$ cat src/rtl/prog_seq_pkg.sv
// Shared opcode constants and sequencer state encoding for the program sequencer.
package prog_seq_pkg;

  localparam logic [3:0] BRZ  = 4'h1;
  localparam logic [3:0] BRN  = 4'h2;
  localparam logic [3:0] JMP  = 4'h3;
  localparam logic [3:0] HALT = 4'hF;

  typedef enum logic [2:0] {
    StIdle,
    StFetch,
    StWait,
    StExec,
    StHalt
  } seq_state_t;

endpackage

$ cat src/rtl/prog_seq_if.sv
// Sequencer <-> bench/datapath/imem signal bundle.
interface prog_seq_if #(
  parameter int unsigned PC_W    = 16,
  parameter int unsigned INSTR_W = 9
);

  logic               start;
  logic               stall;
  logic               z;
  logic               neg;
  logic [7:0]         br_off;
  logic [INSTR_W-1:0] imem_data;
  logic               imem_rd;
  logic [PC_W-1:0]    imem_addr;
  logic [PC_W-1:0]    pc;
  logic [INSTR_W-1:0] instr;
  logic               instr_valid;
  logic               done;
  logic [15:0]        instr_cnt;

  modport master (
    input  start, stall, z, neg, br_off, imem_data,
    output imem_rd, imem_addr, pc, instr, instr_valid, done, instr_cnt
  );

  modport slave (
    output start, stall, z, neg, br_off, imem_data,
    input  imem_rd, imem_addr, pc, instr, instr_valid, done, instr_cnt
  );

endinterface

$ cat src/rtl/prog_seq_next_pc.sv
// Combinational next-PC resolution from opcode, ALU flags and branch offset.
module prog_seq_next_pc import prog_seq_pkg::*; #(
  parameter int unsigned PC_W = 16
) (
  input  logic [3:0]      op,
  input  logic            z,
  input  logic            neg,
  input  logic [7:0]      br_off,
  input  logic [PC_W-1:0] pc,
  output logic            taken,
  output logic [PC_W-1:0] npc
);

  always_comb begin
    taken = ((op == BRZ) && z) || ((op == BRN) && neg) || (op == JMP);
    // Sign-extend the offset; the add wraps modulo 2^PC_W.
    npc   = taken ? (pc + PC_W'($signed(br_off))) : (pc + PC_W'(1));
  end

endmodule

$ cat src/rtl/prog_seq.sv
// Multi-cycle program sequencer: FETCH -> WAIT (IMEM_LAT cycles) -> EXEC, with start/done handshake.
module prog_seq import prog_seq_pkg::*; #(
  parameter int unsigned PC_W     = 16,
  parameter int unsigned INSTR_W  = 9,
  parameter int unsigned IMEM_LAT = 1
) (
  input  logic       clk,
  input  logic       reset,
  prog_seq_if.master bus
);

  localparam logic [1:0] LatInit = 2'(IMEM_LAT - 1);

  seq_state_t         state_q, state_d;
  logic [PC_W-1:0]    pc_q, pc_d, npc;
  logic [INSTR_W-1:0] instr_q, instr_d;
  logic [15:0]        cnt_q, cnt_d;
  logic [1:0]         lat_q, lat_d;
  logic [3:0]         op;
  logic               unused_taken;

  assign op = instr_q[INSTR_W-1 -: 4];

  prog_seq_next_pc #(
    .PC_W(PC_W)
  ) u_next_pc (
    .op    (op),
    .z     (bus.z),
    .neg   (bus.neg),
    .br_off(bus.br_off),
    .pc    (pc_q),
    .taken (unused_taken),
    .npc   (npc)
  );

  always_ff @(posedge clk or negedge reset) begin
    if (!reset) begin
      state_q <= StIdle;
      pc_q    <= '0;
      instr_q <= '0;
      cnt_q   <= '0;
      lat_q   <= '0;
    end else begin
      state_q <= state_d;
      pc_q    <= pc_d;
      instr_q <= instr_d;
      cnt_q   <= cnt_d;
      lat_q   <= lat_d;
    end
  end

  always_comb begin
    state_d = state_q;
    pc_d    = pc_q;
    instr_d = instr_q;
    cnt_d   = cnt_q;
    lat_d   = lat_q;
    unique case (state_q)
      StIdle, StHalt: begin
        if (bus.start) begin
          state_d = StFetch;
          pc_d    = '0;
          cnt_d   = '0;
        end
      end
      StFetch: begin
        lat_d   = LatInit;
        state_d = StWait;
      end
      StWait: begin
        // Read data is only trusted in the final latency cycle.
        if (lat_q == 2'd0) begin
          instr_d = bus.imem_data;
          state_d = StExec;
        end else begin
          lat_d = lat_q - 2'd1;
        end
      end
      StExec: begin
        if (!bus.stall) begin
          cnt_d = cnt_q + 16'd1;
          if (op == HALT) begin
            state_d = StHalt;
          end else begin
            pc_d    = npc;
            state_d = StFetch;
          end
        end
      end
      default: state_d = StIdle;
    endcase
  end

  assign bus.imem_rd     = (state_q == StFetch);
  assign bus.imem_addr   = pc_q;
  assign bus.pc          = pc_q;
  assign bus.instr       = instr_q;
  assign bus.instr_valid = (state_q == StExec);
  assign bus.done        = (state_q == StHalt);
  assign bus.instr_cnt   = cnt_q;

endmodule

$ cat src/flat_wrapper.sv
// flat-port wrapper written by rule: the top's interface ports become plain ports
module prog_seq_flat import prog_seq_pkg::*;
#(
  parameter int unsigned PC_W     = 16,
  parameter int unsigned INSTR_W  = 9,
  parameter int unsigned IMEM_LAT = 1
)
  (clk, reset, bus_start, bus_stall, bus_z, bus_neg, bus_br_off, bus_imem_data, bus_imem_rd, bus_imem_addr, bus_pc, bus_instr, bus_instr_valid, bus_done, bus_instr_cnt);
  prog_seq_if #(.PC_W(PC_W), .INSTR_W(INSTR_W)) bus_i ();
  input  logic clk;
  input  logic reset;
  input wire logic [$bits(bus_i.start)-1:0] bus_start;
  input wire logic [$bits(bus_i.stall)-1:0] bus_stall;
  input wire logic [$bits(bus_i.z)-1:0] bus_z;
  input wire logic [$bits(bus_i.neg)-1:0] bus_neg;
  input wire logic [$bits(bus_i.br_off)-1:0] bus_br_off;
  input wire logic [$bits(bus_i.imem_data)-1:0] bus_imem_data;
  output wire logic [$bits(bus_i.imem_rd)-1:0] bus_imem_rd;
  output wire logic [$bits(bus_i.imem_addr)-1:0] bus_imem_addr;
  output wire logic [$bits(bus_i.pc)-1:0] bus_pc;
  output wire logic [$bits(bus_i.instr)-1:0] bus_instr;
  output wire logic [$bits(bus_i.instr_valid)-1:0] bus_instr_valid;
  output wire logic [$bits(bus_i.done)-1:0] bus_done;
  output wire logic [$bits(bus_i.instr_cnt)-1:0] bus_instr_cnt;
  assign bus_i.start = bus_start;
  assign bus_i.stall = bus_stall;
  assign bus_i.z = bus_z;
  assign bus_i.neg = bus_neg;
  assign bus_i.br_off = bus_br_off;
  assign bus_i.imem_data = bus_imem_data;
  assign bus_imem_rd = bus_i.imem_rd;
  assign bus_imem_addr = bus_i.imem_addr;
  assign bus_pc = bus_i.pc;
  assign bus_instr = bus_i.instr;
  assign bus_instr_valid = bus_i.instr_valid;
  assign bus_done = bus_i.done;
  assign bus_instr_cnt = bus_i.instr_cnt;
  prog_seq #(.PC_W(PC_W), .INSTR_W(INSTR_W), .IMEM_LAT(IMEM_LAT)) u_core (.clk(clk), .reset(reset), .bus(bus_i));
endmodule
$ cat config.mk
export PLATFORM = sky130hd
export DESIGN_NAME = prog_seq_flat
export DESIGN_NICKNAME = d
export VERILOG_FILES = /design/src/rtl/prog_seq_pkg.sv /design/src/rtl/prog_seq_if.sv /design/src/rtl/prog_seq_next_pc.sv /design/src/rtl/prog_seq.sv /design/src/flat_wrapper.sv
export SDC_FILE = /design/constraint.sdc
export NUM_CORES = 1
export LEC_CHECK = 0
export CAP_MARGIN = 20
export CORE_MARGIN = 10
export CORE_UTILIZATION = 48
export DETAILED_ROUTE_END_ITERATION = 6
export GPL_TIMING_DRIVEN = 0
export PLACE_DENSITY = 0.8
export SLEW_MARGIN = 20
export SYNTH_ARGS = -nofsm -noshare
export SYNTH_HDL_FRONTEND = slang
export SYNTH_SLANG_ARGS = --single-unit
$ cat constraint.sdc
create_clock -name clk -period 3.3 [get_ports clk]
set_input_delay 0.495 -clock clk [delete_from_list [all_inputs] [get_ports clk]]
set_output_delay 0.495 -clock clk [all_outputs]
set_load 0.01 [all_outputs]
==> Word-level counts from Yosys, hierarchy flattened <==
Index checks and enable logic that the tools add are counted.
{ "classes": {"addsub": 4, "n_eq_ne": 13, "muxes": 14, "reduce_logical": 14} }
{ "op_table": {"columns": ["operator", "n"], "rows": [
  ["$mux 16", 5],
  ["$pmux 16 s2", 2],
  ["$add 16x1->16 const B", 2],
  ["$add 16x16->16", 1],
  ["$mux 3", 4],
  ["$pmux 3 s4", 1],
  ["$eq 4x2->1 const B", 2],
  ["$ne 2x2->1 const B", 4],
  ["$eq 3x2->1 const B", 2],
  ["$reduce_and 3->1", 2],
  ["$eq 4x1->1 const B", 1],
  ["$eq 4x4->1 const B", 1],
  ["$pmux 2 s2", 1],
  ["$reduce_and 2->1", 2],
  ["$reduce_and 4->1", 1],
  ["$reduce_bool 2->1", 2],
  ["$eq 3x1->1 const B", 1],
  ["$eq 3x3->1 const B", 1],
  ["$logic_not 3->1", 1],
  ["$logic_and 1x1->1", 2],
  ["$logic_not 2->1", 1],
  ["$logic_or 1x1->1", 2],
  ["$mux 2", 1],
  ["$ne 2x1->1 const B", 1],
  ["other kinds (2)", 2]
]} }
{ "word_totals": {"register_bits": 46, "in_bits": 23, "out_inout_bits": 60} }

==> Depth between registers and ports, before layout <==
Gate-level depths: netlist of the first run.
{ "depth": {"depth_word": 8, "ltp_mapped": 14} }

==> Cells and area by module <==
From an unflattened synthesis of the first run, not the netlist that was laid out.
{ "hier_totals": {"hier_cells": 293, "area_unflattened_um2": 2902.8} }
{ "modules_own_cells": {"columns": ["module", "n_inst", "cells_each", "area_each_um2", "seq_area_each_um2"], "rows": [
  ["prog_seq", 1, 191, 2142.1, 1151.1],
  ["prog_seq_next_pc", 1, 102, 760.7, 0.0]
]} }

==> Worst setup path after synthesis of the first run <==
No wires, ideal clock.
{ "synth_timing": {"kind": "input-to-reg", "startpoint": "input port bus_neg", "endpoint": "register u_core.pc_q[10] (netlist: u_core.bus.imem_addr[10])", "setup_time_ns": 0.073, "arrival_time_ns": 2.865, "slack_ns": 0.362, "cell_stages": 14, "path_cell_list": "and2_1 nor2_1 nor3_1 nand2b_1 ha_1 inv_1 fa_1 nor2b_4 o31a_1 o41a_1 and2_4 a22o_1 o211ai_2 nor2b_1"} }
{ "synth_via": {"elab_chain_len": 7} }
{ "synth_rtl": {"columns": ["element", "line", "source"], "rows": [
  ["start, declared", "flat_wrapper.sv:15", "input wire logic [$bits(bus_i.neg)-1:0] bus_neg;"],
  ["$logic_and 1x1->1", "prog_seq_next_pc.sv:15", "taken = ((op == BRZ) && z) || ((op == BRN) && neg) || (op == JMP);"],
  ["$logic_or 1x1->1 (2 in series)", "prog_seq_next_pc.sv:15", null],
  ["$mux 16", "prog_seq_next_pc.sv:17", "npc = taken ? (pc + PC_W'($signed(br_off))) : (pc + PC_W'(1));"],
  ["$mux 16", "prog_seq.sv:82", "if (op == HALT) begin"],
  ["$mux 16", "prog_seq.sv:80", "if (!bus.stall) begin"],
  ["$pmux 16 s2", "prog_seq.sv:58", "unique case (state_q)"],
  ["end signal, assigned", "prog_seq.sv:45", "pc_q <= pc_d;"],
  ["end, declared", "prog_seq.sv:15", "logic [PC_W-1:0] pc_q, pc_d, npc;"]
]} }
No other way between the ends. The select of a mux whose other input is x is not followed.
A chain may end at the register's enable or synchronous reset.

==> Worst setup path after layout of the first run <==
{ "layout_timing": {"startpoint": "register u_core.instr_q[6] (netlist: u_core.bus.instr[6])", "endpoint": "register u_core.pc_q[15] (netlist: u_core.bus.imem_addr[15])"} }
{ "layout_via": {"elab_chain_len": 8, "word_cells_on_any_way": 14, "classes_between": "eq/ne (5); mux (4); reduce/logical (5)"} }
{ "layout_rtl": {"columns": ["element", "line", "source"], "rows": [
  ["start, declared", "prog_seq.sv:16", "logic [INSTR_W-1:0] instr_q, instr_d;"],
  ["start signal, assigned", "prog_seq.sv:46", "instr_q <= instr_d;"],
  ["$eq 4x1->1 / $eq 4x2->1 (equally long branches)", "prog_seq_next_pc.sv:15", null],
  ["$logic_and 1x1->1", "prog_seq_next_pc.sv:15", null],
  ["$logic_or 1x1->1 (2 in series)", "prog_seq_next_pc.sv:15", null],
  ["$mux 16", "prog_seq_next_pc.sv:17", null],
  ["$mux 16", "prog_seq.sv:82", null],
  ["$mux 16", "prog_seq.sv:80", null],
  ["$pmux 16 s2", "prog_seq.sv:58", null]
]} }
Parallel ways exist; a longest one is shown, timed or not. The select of a mux whose other input is x is not followed.

==> results.py, run 1 <==
metrics = {
    "outcome": {
        "outcome": "completed",
    },
    "logic_synthesis": {
        "yosys_warnings": 0,
        "syn_area_um2": 2945,
        "synth_nets": 356,
        "postSynthAreaPerCell_um2": 9.175,
        "synth_seq_area_share": 0.3908,
        "async_reset_ff_frac": 1.000,
        "netlist_instances": 321,
        "yosys_register_bits": 46,
        "yosys.cell_types.count": 58,
        "synth_flop_cell": "dfrtp_1",
        "synth_edf_count": 0,
    },
    "drt": {
        "drc": 0,
        "wl_per_cell_um": 15.58,
        "drtPass1Iterations": 5,
        "vias": 2676,
        "via_per_inst": 5.417,
        "ant_nets": 0,
        "first_iter_violations": 118,
        "wl_um": 7697,
    },
    "sta": {
        "setup-violations-final": 0,
        "skew_ps": 7.674,
        "max_freq_mhz": 329.0,
        "hold_ws_ps": 99.65,
        "slew_headroom": 0.6840,
        "slew_viol_final": 0,
        "rsz0062_at_grt": "no",
        "hold_viol": 0,
        "fin_setup_tns_ps": 0,
        "worstMarginPinSlew_ps": 474.0,
        "post-route-period-util": 0.9210,
        "layout_min_cycle_time_ps": 3039,
    },
    "setup_path": {
        "r2r-start": "u_core.bus.instr[6]$_DFFE_PN0P_",
        "worst-path-max-fanout": 8,
        "ff2ff_path_depth": 13,
        "worstSetupStartpointType": "flop",
        "critPathKind": "flop to flop",
        "timing.rr.end": "u_core.bus.imem_addr[15]$_DFFE_PN0P_",
        "worstPathRequired_ps": 3540,
        "worstPathArrival_ps": 3280,
        "crit_path_end_kind": "flop",
        "r2r_slack_ps": 260,
    },
    "final_layout": {
        "antenna_cells": 0,
        "seqCellArea_um2": 1151,
        "final_core_util": 0.6863,
        "multiInputGateArea_um2": 1618,
        "synthToLayoutAreaGrowth_pct": 38.79,
        "drive_gt1_frac": 0.1790,
        "nFillCells": 495,
        "final_net_count": 453,
    },
    "clock_network": {
        "clk_latency_ps": 300,
        "cts_sinks": 46,
        "root_buffer": "clkbuf_8",
        "h-tree-depth": 2,
        "cts_buffers": 5,
        "clock_path_buffers": 2,
        "path_clk_slew_ps": 90,
        "cts_tree": "yes",
        "cts_hold_buf": 0,
    },
    "floorplanning": {
        "core_um2": 5956,
        "num_rows": 28,
        "dieHeight_um": 98.34,
        "dieArea_um2": 9670,
        "start_util": 0.4945,
        "die_width_um": 98.34,
        "top_level_ports": 83,
    },
    "grt": {
        "grt_overflow": 0,
        "gr-usage-all-layers": 0.1583,
        "grt_pass1_wl_um": 13170,
        "grt_pass1_vias": 2746,
        "grt_max_degree": 32,
        "antenna_found_initial": 0,
    },
    "power": {
        "internal_power_uw": 1851,
        "p_switching_uw": 1190,
        "swShare": 0.3913,
        "irDropWorstVdd_mv": 0.4874,
        "pwr-share-comb": 0.556,
        "clkPwrFrac": 0.141,
        "cellLeakagePower_uw": 0.001776,
        "seqPwrFrac": 0.303,
        "power_density_nw_per_um2": 744.1,
    },
    "place": {
        "port_buffers": 82,
        "place.detailed.hpwl_um": 5868,
        "gp_congestion": 0.8578,
    },
    "flow_run": {
        "drv_cap": 0,
    },
    "worst_hold_path": {
        "hold_path_class": "input pin to asynchronous set/reset pin",
    },
}
==> synth_stat cells, types with 2 or more instances <==
cell | instances | area share
a211oi_1 | 2 | 0.0051
a21o_1 | 3 | 0.0076
a21oi_1 | 10 | 0.017
a22o_1 | 4 | 0.012
a31oi_1 | 4 | 0.0085
and2_1 | 10 | 0.021
and3_1 | 4 | 0.0085
buf_2 | 6 | 0.010
buf_4 | 16 | 0.041
clkbuf_1 | 6 | 0.0076
dfrtp_1 | 46 | 0.39
ha_1 | 11 | 0.047
inv_1 | 11 | 0.014
mux2_2 | 9 | 0.034
nand2_1 | 33 | 0.042
nand2b_1 | 5 | 0.011
nand3_1 | 12 | 0.020
nand4_1 | 4 | 0.0085
nor2_1 | 24 | 0.031
nor3_1 | 11 | 0.019
nor3_2 | 2 | 0.0068
nor3b_1 | 2 | 0.0051
o21a_1 | 3 | 0.0076
o21ai_0 | 18 | 0.031
o21ai_1 | 5 | 0.0085
o31ai_1 | 2 | 0.0051
o32ai_1 | 2 | 0.0059
o41ai_1 | 3 | 0.0089
or2_2 | 3 | 0.0064
or3_1 | 3 | 0.0064
or4_1 | 2 | 0.0051
xnor2_1 | 8 | 0.024
xor2_1 | 12 | 0.036
==> cell families after synthesis <==
group	synth area share
AO/OA/AOI/OAI	0.1534
XOR/XNOR	0.05947
adder cells (fa/ha/maj)	0.05353
buffers and inverters	0.07392
flip-flops	0.3908
multiplexers	0.03781
AND/OR/NAND/NOR	0.2311
==> stage by stage <==
step                instance area, um^2  setup slack [ps]  std cells  power [uW]
floorplan                          2945             362.0        321        1847
global placement                   3860            -533.1        478        2514
detailed placement                 3875            -571.8        479        2566
CTS                                3996             69.50        487        3010
global route                       4088             79.20        494        3279
finish                             4088             260.5        494        3042
==> power by group through the flow <==
stage                     sequential [uW]  combinational (uW)  clock, uW
final                                 922                1690        428
after global routing                  951                1870        457
after CTS                             921                1660        431
after detailed placement              923                1640          0
after global placement                909                1610          0
after floorplan                       955                 892          0
==> cell type report <==
type	instances	share of cell area
buffer	28	0.04224
clock buffer	6	0.01775
clock inverter	2	0.009183
inverter	12	0.01194
multi-input combinational	235	0.3958
sequential	46	0.2816
tap	75	0.02296
timing repair buffer	90	0.2185
==> how the worst max path moves through the flow <==
stage	endpoint	startpoint	slack, ps
2_1_floorplan	u_core.bus.imem_addr[10]$_DFFE_PN0P_	bus_neg	360
3_3_place_gp	u_core.bus.imem_addr[10]$_DFFE_PN0P_	bus_z	-530
3_5_place_dp	u_core.bus.imem_addr[10]$_DFFE_PN0P_	bus_z	-570
4_1_cts	u_core.bus.imem_addr[10]$_DFFE_PN0P_	bus_z	70
5_1_grt	u_core.bus.imem_addr[10]$_DFFE_PN0P_	u_core.bus.instr[6]$_DFFE_PN0P_	80
6_report	u_core.bus.imem_addr[15]$_DFFE_PN0P_	u_core.bus.instr[6]$_DFFE_PN0P_	260
==> timing repair <==
action | CTS | global route
pin swaps | 0 | 10
gates resized for setup | 2 | 12
buffers inserted | 0 | 7
endpoints found under the setup margin | 9 | 6
==> cell usage in the layout (no fill, tap or decap), types with 3 or more instances in the layout <==
cell	n
a21o_1	3
a21oi_1	10
a22o_1	4
a31oi_1	4
and2_1	8
and2_4	3
and3_1	4
buf_2	7
buf_4	23
clkbuf_1	7
clkbuf_8	5
clkdlybuf4s50_1	79
dfrtp_1	46
ha_1	9
inv_1	10
mux2_2	9
nand2_1	33
nand2b_1	5
nand3_1	12
nand4_1	4
nor2_1	23
nor3_1	10
o21a_1	3
o21ai_0	17
o21ai_1	6
o41ai_1	3
or2_2	3
or3_1	3
xnor2_1	8
xor2_1	12
==> state kept, by name, summed over array words and instances (netlist names) <==
signal	count
u_core.bus.imem_addr	16
u_core.bus.instr	9
u_core.bus.instr_cnt	16
u_core.lat_q	2
u_core.state_q	3
==> worst max-delay path, stage by stage (launching register included) <==
cell and delay [ps]:
dfrtp_1 440, o21a_1 210, nor2_2 120, nor3_4 70, buf_4 160, and2_1 160, ha_1 330, o21ai_1 130
nor2_2 180, o22ai_4 140, or4_1 560, a31o_1 250, o21ai_1 110, a22o_1 140
==> per-layer routing <==
layer | wire length [um] | track usage
met1 | 3142 | 0.1799
met2 | 3766 | 0.2688
met3 | 664 | 0.05920
met4 | 123 | 0.04851
met5 | 0 | 0
(Power assumes the default switching activity.)
==> inputs of run 2 (changes only) <==
--- a/config.mk
+++ b/config.mk
@@ -7,10 +7,11 @@
 export LEC_CHECK = 0
 export CAP_MARGIN = 20
 export CORE_MARGIN = 10
-export CORE_UTILIZATION = 48
+export CORE_UTILIZATION = 50
+export CTS_BUF_LIST = sky130_fd_sc_hd__clkbuf_4
 export DETAILED_ROUTE_END_ITERATION = 6
 export GPL_TIMING_DRIVEN = 0
-export PLACE_DENSITY = 0.8
+export PLACE_DENSITY = 0.83
 export SLEW_MARGIN = 20
 export SYNTH_ARGS = -nofsm -noshare
 export SYNTH_HDL_FRONTEND = slang
==> run 2 against run 1 <==
Routed wire length decreased by 1.5%. Critical path depth rose by 2. First-iteration DRC count increased by 17%. Critical endpoint is now u_core.bus.imem_addr[10]$_DFFE_PN0P_. Setup slack got worse by 150 ps. Count of clock-buffer cells in the layout shrank 1.
==> results.py, run 2 (synthesis gave the netlist of run 1 again) <==
metrics = {
    "sta": {
        "hold_viol": 0,
        "post-route-period-util": 0.9666,
        "layout_min_cycle_time_ps": 3190,
        "worstMarginPinSlew_ps": 486.5,
        "fin_setup_tns_ps": 0,
        "slew_headroom": 0.6757,
        "slew_viol_final": 0,
        "skew_ps": 15.56,
        "setup-violations-final": 0,
        "max_freq_mhz": 313.5,
    },
    "final_layout": {
        "final_common_cell": "clkdlybuf4s50_1",
        "antenna_cells": 0,
        "fin_cells": 489,
        "final_net_count": 451,
        "layout_common_cells": "80 x clkdlybuf4s50_1, 46 x dfrtp_1, 33 x nand2_1, 22 x nor2_1, 21 x buf_4",
        "final_core_util": 0.7133,
        "drive_gt1_frac": 0.1727,
        "nFillCells": 452,
        "synthToLayoutAreaGrowth_pct": 35.81,
    },
    "setup_path": {
        "worstSetupStartpointType": "input pin",
        "r2r-start": "u_core.bus.instr[5]$_DFFE_PN0P_",
        "worstPathRequired_ps": 3620,
        "worstPathArrival_ps": 3510,
        "crit_path_end_kind": "flop",
        "worst-path-max-fanout": 5,
        "critPathKind": "input pin to flop",
        "startpoint": "bus_neg",
    },
    "grt": {
        "grt_pass1_wl_um": 12870,
        "grt_max_degree": 29,
        "grt_pass1_vias": 2631,
        "gr-usage-all-layers": 0.1575,
        "grt_overflow": 0,
        "antenna_found_initial": 0,
    },
    "clock_network": {
        "path_clk_slew_ps": 160,
        "cts_tree": "yes",
        "clk_latency_ps": 380,
        "cts_buffers": 5,
        "cts_hold_buf": 0,
        "cts_sinks": 46,
        "h-tree-depth": 2,
        "clock_path_buffers": 2,
        "root_buffer": "clkbuf_4",
    },
    "flow_run": {
        "drv_cap": 0,
    },
    "worst_hold_path": {
        "hold_path_class": "input pin to asynchronous set/reset pin",
    },
    "place": {
        "dp_cells": 476,
        "gp_congestion": 0.8665,
        "place.detailed.hpwl_um": 5858,
        "port_buffers": 82,
    },
    "drt": {
        "wl_per_cell_um": 15.51,
        "wl_um": 7585,
        "vias": 2671,
        "drtPass1Iterations": 5,
        "first_iter_violations": 138,
        "ant_nets": 0,
        "via_per_inst": 5.462,
        "drc": 0,
    },
    "floorplanning": {
        "core_um2": 5608,
        "num_rows": 27,
        "dieArea_um2": 9361,
        "die_width_um": 96.75,
        "dieHeight_um": 96.75,
        "start_util": 0.5252,
        "top_level_ports": 83,
    },
    "outcome": {
        "outcome": "completed",
    },
    "power": {
        "cellLeakagePower_uw": 0.001732,
        "irDropWorstVdd_mv": 0.4954,
        "power_density_nw_per_um2": 726.9,
    },
}
run 2: routing by layer:
layer	track usage	share of wire	vias up	wire (um)
li1	-	-	1300	-
met1	0.1801	0.40	1285	3059
met2	0.2618	0.50	78	3756
met3	0.07097	0.091	8	689
met4	0.03720	0.010	0	78
met5	0	0	-	0
run 2: path summary, 6_finish.rpt:
kind	end	slack, ps	cells past startpoint
setup / recovery	u_core.bus.imem_addr[10]$_DFFE_PN0P_	110	15
hold / removal	u_core.state_q[1]$_DFFE_PN0P_	30	1
setup reg to reg	u_core.bus.imem_addr[10]$_DFFE_PN0P_	180	14
hold reg to reg	u_core.lat_q[1]$_DFFE_PN0P_	530	1
max in group asynchronous	u_core.state_q[2]$_DFFE_PN0P_	2770	2
min in group clk	u_core.lat_q[1]$_DFFE_PN0P_	530	1
run 2: cell type report:
type	instances	area, um^2	area share
multi-input combinational	235	1600	0.4001
sequential	46	1151	0.2878
timing repair buffer	88	875.8	0.2190
buffer	28	172.7	0.04317
tap	72	90.09	0.02252
inverter	12	48.80	0.01220
clock buffer	5	37.54	0.009384
clock inverter	3	23.77	0.005943
run 2: metrics by stage:
step | setup WS, ps | hold slack, ps | power, uW | instance area [um^2]
after floorplan | 362.0 | 199.4 | 1847 | 2945
after global placement | -484.1 | 483.0 | 2511 | 3856
after detailed placement | -562.9 | 474.3 | 2565 | 3871
after CTS | 65.19 | 47.84 | 2873 | 3938
after global routing | -20.28 | 43.71 | 3142 | 4000
final | 110.3 | 29.43 | 2908 | 4000
run 2: repair_timing:
action | CTS | global route
setup buffers | 0 | 5
setup endpoints to repair | 6 | 6
pin swaps | 0 | 7
resized for setup | 1 | 9
endpoints found under the hold margin | 0 | 0
run 2: critical path, cell delays in order:
cell and delay, ps:
clkdlybuf4s50_1 450, and2_4 140, nor2_2 50, nor3_4 270
nand2b_1 90, ha_2 190, inv_2 70, fa_2 240
nor2b_4 60, o31a_1 320, o41a_1 450, and2_4 200
a22o_1 230, o211ai_2 120, nor2b_1 130
run 2: where the power goes:
part	total, uW	internal, uW	switching [uW]
clock	299	85.7	213
sequential	914	726	188
combinational	1700	896	799
